File: src/rtl/control_sumador_serie.sv
// Multi-precision serial adder: one shared 4-bit ripple adder walks the
// operands one nibble per clock, LSB first, with the carry held in a register.

module sumador_4bits_ripple (
    input  logic [3:0] a,
    input  logic [3:0] b,
    input  logic       ci,
    output logic [3:0] s,
    output logic       co
);

    logic c;

    always_comb begin
        c = ci;
        s = '0;
        for (int i = 0; i < 4; i++) begin
            s[i] = a[i] ^ b[i] ^ c;
            c    = (a[i] & b[i]) | (c & (a[i] ^ b[i]));
        end
        co = c;
    end

endmodule

module control_sumador_serie #(
    parameter int WIDTH = 16
) (
    input  logic             clk,
    input  logic             rst,
    input  logic             start,
    input  logic [WIDTH-1:0] A,
    input  logic [WIDTH-1:0] B,
    input  logic             Ci,
    output logic [WIDTH-1:0] S,
    output logic             Co,
    output logic             ovf,
    output logic             busy,
    output logic             done
);

    localparam int NIB = WIDTH / 4;
    localparam int IW  = (NIB > 1) ? $clog2(NIB) : 1;
    localparam logic [IW-1:0] LAST = IW'(NIB - 1);

    localparam logic [1:0] ST_IDLE = 2'd0;
    localparam logic [1:0] ST_RUN  = 2'd1;
    localparam logic [1:0] ST_DONE = 2'd2;

    logic [1:0]       state;
    logic [IW-1:0]    idx;
    logic             carry;
    logic [WIDTH-1:0] opa;
    logic [WIDTH-1:0] opb;
    logic [3:0]       nib_sum;
    logic             nib_co;

    sumador_4bits_ripple u_sumador (
        .a  (opa[{idx, 2'b00} +: 4]),
        .b  (opb[{idx, 2'b00} +: 4]),
        .ci (carry),
        .s  (nib_sum),
        .co (nib_co)
    );

    // The last nibble's sum MSB is the result sign used for signed overflow.
    always_ff @(posedge clk or posedge rst) begin
        if (rst) begin
            state <= ST_IDLE;
            idx   <= '0;
            carry <= 1'b0;
            opa   <= '0;
            opb   <= '0;
            S     <= '0;
            Co    <= 1'b0;
            ovf   <= 1'b0;
            busy  <= 1'b0;
            done  <= 1'b0;
        end else begin
            case (state)
                ST_IDLE: begin
                    if (start) begin
                        opa   <= A;
                        opb   <= B;
                        carry <= Ci;
                        S     <= '0;
                        idx   <= '0;
                        busy  <= 1'b1;
                        state <= ST_RUN;
                    end
                end
                ST_RUN: begin
                    S[{idx, 2'b00} +: 4] <= nib_sum;
                    carry                <= nib_co;
                    if (idx == LAST) begin
                        idx   <= '0;
                        Co    <= nib_co;
                        ovf   <= (opa[WIDTH-1] == opb[WIDTH-1]) && (nib_sum[3] != opa[WIDTH-1]);
                        done  <= 1'b1;
                        state <= ST_DONE;
                    end else begin
                        idx <= idx + 1'b1;
                    end
                end
                ST_DONE: begin
                    done  <= 1'b0;
                    busy  <= 1'b0;
                    idx   <= '0;
                    state <= ST_IDLE;
                end
                default: begin
                    done  <= 1'b0;
                    busy  <= 1'b0;
                    idx   <= '0;
                    state <= ST_IDLE;
                end
            endcase
        end
    end

endmodule
File: config.mk
export PLATFORM = sky130hd
export DESIGN_NAME = control_sumador_serie
export DESIGN_NICKNAME = d
export VERILOG_FILES = /design/src/rtl/control_sumador_serie.sv
export SDC_FILE = /design/constraint.sdc
export NUM_CORES = 1
export LEC_CHECK = 0
export CAP_MARGIN = 20
export CORE_MARGIN = 5
export CORE_UTILIZATION = 46
export CTS_CLUSTER_DIAMETER = 150
export DETAILED_ROUTE_END_ITERATION = 8
export PLACE_DENSITY = 0.82
export SKIP_LAST_GASP = 1
export SLEW_MARGIN = 20
export SYNTH_ARGS = -nofsm -noshare
export SYNTH_HDL_FRONTEND = slang
export SYNTH_HIERARCHICAL = 1
export SYNTH_SLANG_ARGS = --single-unit
export TNS_END_PERCENT = 10
File: constraint.sdc
create_clock -name clk -period 3.5 [get_ports clk]
set_input_delay 0.525 -clock clk [delete_from_list [all_inputs] [get_ports clk]]
set_output_delay 0.525 -clock clk [all_outputs]
set_load 0.005 [all_outputs]
==> impl_results.rst <==
.. list-table::
   :header-rows: 1

   * - Metric
     - Value
   * - Number of nets at the end of the flow
     - 296
   * - Post-route ant nets
     - 0
   * - Result of the run
     - finished, final reports clean
   * - Minimum clock period after layout
     - 3.16 ns
   * - Die Wd
     - 85.5 um
   * - Critical path start-end classification
     - reg -> reg
   * - Max_cap viols
     - 0
   * - Top Layer Used
     - met4
   * - Final HPWL from detailed placement
     - 3850 um
   * - Site row count
     - 27
   * - Final setup violating endpoints
     - 0
   * - Number of H-tree levels
     - 3
   * - Flip-flop cell with the highest count after synthesis
     - dfrtp_1
   * - Number of DRC violations after detailed routing
     - 0
   * - Share of the clock period used by the worst path after layout
     - 90.3%
   * - Summed instance area of the synthesized netlist
     - 2620 sq um
   * - Element type at the critical path start
     - register
   * - Critical path data required time
     - 3.71 ns
   * - WHS Path Cells
     - 1
   * - Die H
     - 85.5 um
   * - Number of buffers added on ports
     - 55
   * - Wire length on met3
     - 350 um
   * - Routed metal-1 wirelength
     - 2320 um
   * - Total wire length after detailed routing
     - 5200 um
   * - Antenna diodes
     - 0
   * - Number of buffers created by CTS
     - 9
   * - Worst reg2reg path depth
     - 12
   * - Number of vias per cell
     - 5.14
   * - Total track usage
     - 15.6%
   * - Post-Synthesis Net Count
     - 232
   * - Most frequent cells in the layout
     - dfrtp_1, clkdlybuf4s50_1, mux2_1
   * - Tightest Pin Transition
     - 0.699 ns
   * - Number of global-route vias before repair
     - 1747
   * - Number of detailed-routing iterations run before antenna repair
     - 4
   * - Proportion of layout cells with a drive suffix above 1
     - 14.9%
   * - Total of flip-flops plus latches after synthesis
     - 57
   * - Crit Path Max Fanout
     - 6
   * - Number of buffers on the longest clock path
     - 2
   * - Source of the worst register-to-register timing path
     - idx[0]
   * - Clock root buffer
     - clkbuf_8
   * - Max Clock Freq
     - 316 MHz
   * - Total power divided by cell area
     - 961 nW/um^2
   * - Fill cell instance count of the final layout
     - 435
   * - Largest net degree at the start of global routing
     - 58
   * - Startpoint of the most critical setup path
     - idx[0]
   * - Postcts setup bufs
     - 0
   * - Share of async-settable or async-resettable flops after synthesis
     - 100%
   * - Sum Neg Setup Slack
     - 0 ns
   * - Via total after detailed routing
     - 1681
   * - Type of the most critical hold path
     - reg -> reg
   * - Amount of wire on met2 after detailed routing
     - 2430 um
   * - Initial cell density of the core
     - 47.6%
   * - Antenna violations before repair
     - 0
   * - Min-Delay Startpoint
     - opa[3]
   * - Most common cell after layout, fill and taps aside
     - dfrtp_1
   * - Clock edge transition at the registers on the reported setup and hold paths
     - 0.06 ns
   * - Clock tree from TritonCTS
     - built
   * - Setup repair after global routing missed its margin
     - no
   * - Worst slew margin relative to its limit
     - 53.4%
   * - Placeable core region
     - 5510 sq um
   * - Fraction of the yosys area taken by sequential cells
     - 54.4%
   * - Relative area change from synthesis to final layout
     - 31.8%
   * - Wire length of the first global-routing pass
     - 8640 um
   * - CTS sink count
     - 57
   * - Count of flip-flops with a built-in enable after synthesis
     - 0
   * - Syn Area/Cell
     - 14.1 sq um
   * - Io pins
     - 56
   * - Total of cells resized after clock tree synthesis
     - 0
   * - Fin. max-slew vios
     - 0
   * - Final Hold Vio Count
     - 0
   * - Average routed wire per standard cell
     - 15.9 um
   * - Clock latency reported for the late side of the worst-skew pair
     - 0.34 ns
   * - Final Wtd Congestion
     - 0.789
   * - Area of the die
     - 7310 sq um
   * - Worst VDD drop
     - 0.421 mV
   * - Grt total ovfl
     - 0
   * - Hold bufs inserted after CTS
     - 0
   * - Violation count after the first detailed-routing iteration
     - 44
   * - Arrival time worst endpoint
     - 3.38 ns
   * - Unique masters post-synth
     - 27
   * - Multi-input combinational cell area
     - 1090 sq um
   * - Cell count after synthesis
     - 186
   * - Number of warnings printed during yosys synthesis
     - 6
   * - Overall power consumption
     - 3.32 mW
   * - Critical Path End Type
     - register
   * - Seq. cell area
     - 1430 sq um
   * - Setup clock skew after layout
     - 0.00883 ns
   * - Leakage power
     - 1.53 nW
[routing by layer]
metal | track usage [%] | up-vias
li1 | - | 799
met2 | 24.6 | 49
met1 | 19.7 | 821
met3 | 5.15 | 12
met5 | 0 | -
met4 | 6.91 | 0
[cell families (layout without fill, tap and decap cells)]
family          count (synthesis)  after routing  synth area share, %
flops                          57             57                 54.4
fa+ha+maj                      10             10                 5.92
compound gates                 30             30                 8.59
buf+inv                        23             92                 3.82
simple gates                   25             25                 6.21
mux                            41             41                 21.0
[where the power goes]
group,internal (mW),switching (mW)
combinational,0.800,0.742
sequential,0.966,0.208
clock,0.342,0.261
[worst max-delay path, cell delays in order, from the launching register on]
cell	delay [ns]
dfrtp_1	0.44
mux4_2	0.54
fa_1	0.42
inv_1	0.07
fa_1	0.15
inv_1	0.05
fa_1	0.35
inv_1	0.08
fa_1	0.41
inv_1	0.17
and3b_1	0.20
a21oi_1	0.10
o21ai_0	0.08
[path summary, 6_finish.rpt]
| kind | slack [ns] | endpoint |
|---|---|---|
| worst max-delay path | 0.34 | ovf |
| worst min-delay path | 0.49 | opa[3] |
| worst max register to register | 0.34 | ovf |
| worst min register to register | 0.49 | opa[3] |
| max in group asynchronous | 2.33 | opa[1] |
| min in group asynchronous | 0.71 | S[9] |
[state kept, by name, summed over array words and instances, names as in the netlist]
| name | flops |
|---|---|
| Co | 1 |
| S | 16 |
| busy | 1 |
| carry | 1 |
| done | 1 |
| idx | 2 |
| opa | 16 |
| opb | 16 |
| ovf | 1 |
| state | 2 |
[through the flow]
step                      util [%]  setup slack (ns)  std cells  instance area [sq um]  hold slack, ns
after global routing          62.7             0.166        327                   3450           0.511
final                         62.7             0.338        327                   3450           0.486
after CTS                     62.7             0.339        327                   3450           0.489
after global placement        59.2             0.387        311                   3260           0.466
after floorplan                  -             0.168        186                   2620           0.452
after detailed placement      59.2             0.349        311                   3260           0.475
[synthesized netlist by cell type (2+ instances only)]
library cell | count | share of area (%)
o21ai_0 | 3 | 0.57
clkbuf_1 | 2 | 0.29
mux4_2 | 8 | 6.9
a21o_1 | 4 | 1.1
nand2b_1 | 2 | 0.48
and3b_1 | 2 | 0.67
buf_4 | 3 | 0.86
nand2_1 | 7 | 1.0
nand3b_1 | 2 | 0.57
mux2_1 | 30 | 13
mux2_2 | 3 | 1.3
inv_1 | 16 | 2.3
dfrtp_1 | 57 | 54
fa_1 | 4 | 3.1
nor4_2 | 2 | 0.95
ha_1 | 6 | 2.9
a21oi_1 | 5 | 0.95
buf_2 | 2 | 0.38
nor2_1 | 5 | 0.72
a22o_1 | 16 | 5.3
[final cells by class]
class | count | area share, %
Sequential cell | 57 | 41.3
Tap cell | 72 | 2.61
Clock inverter | 6 | 1.67
Multi-Input combinational cell | 106 | 31.7
Inverter | 16 | 1.74
Clock buffer | 10 | 3.98
Timing Repair Buffer | 60 | 17.0
Note: power is estimated with default switching activity, not from simulation.
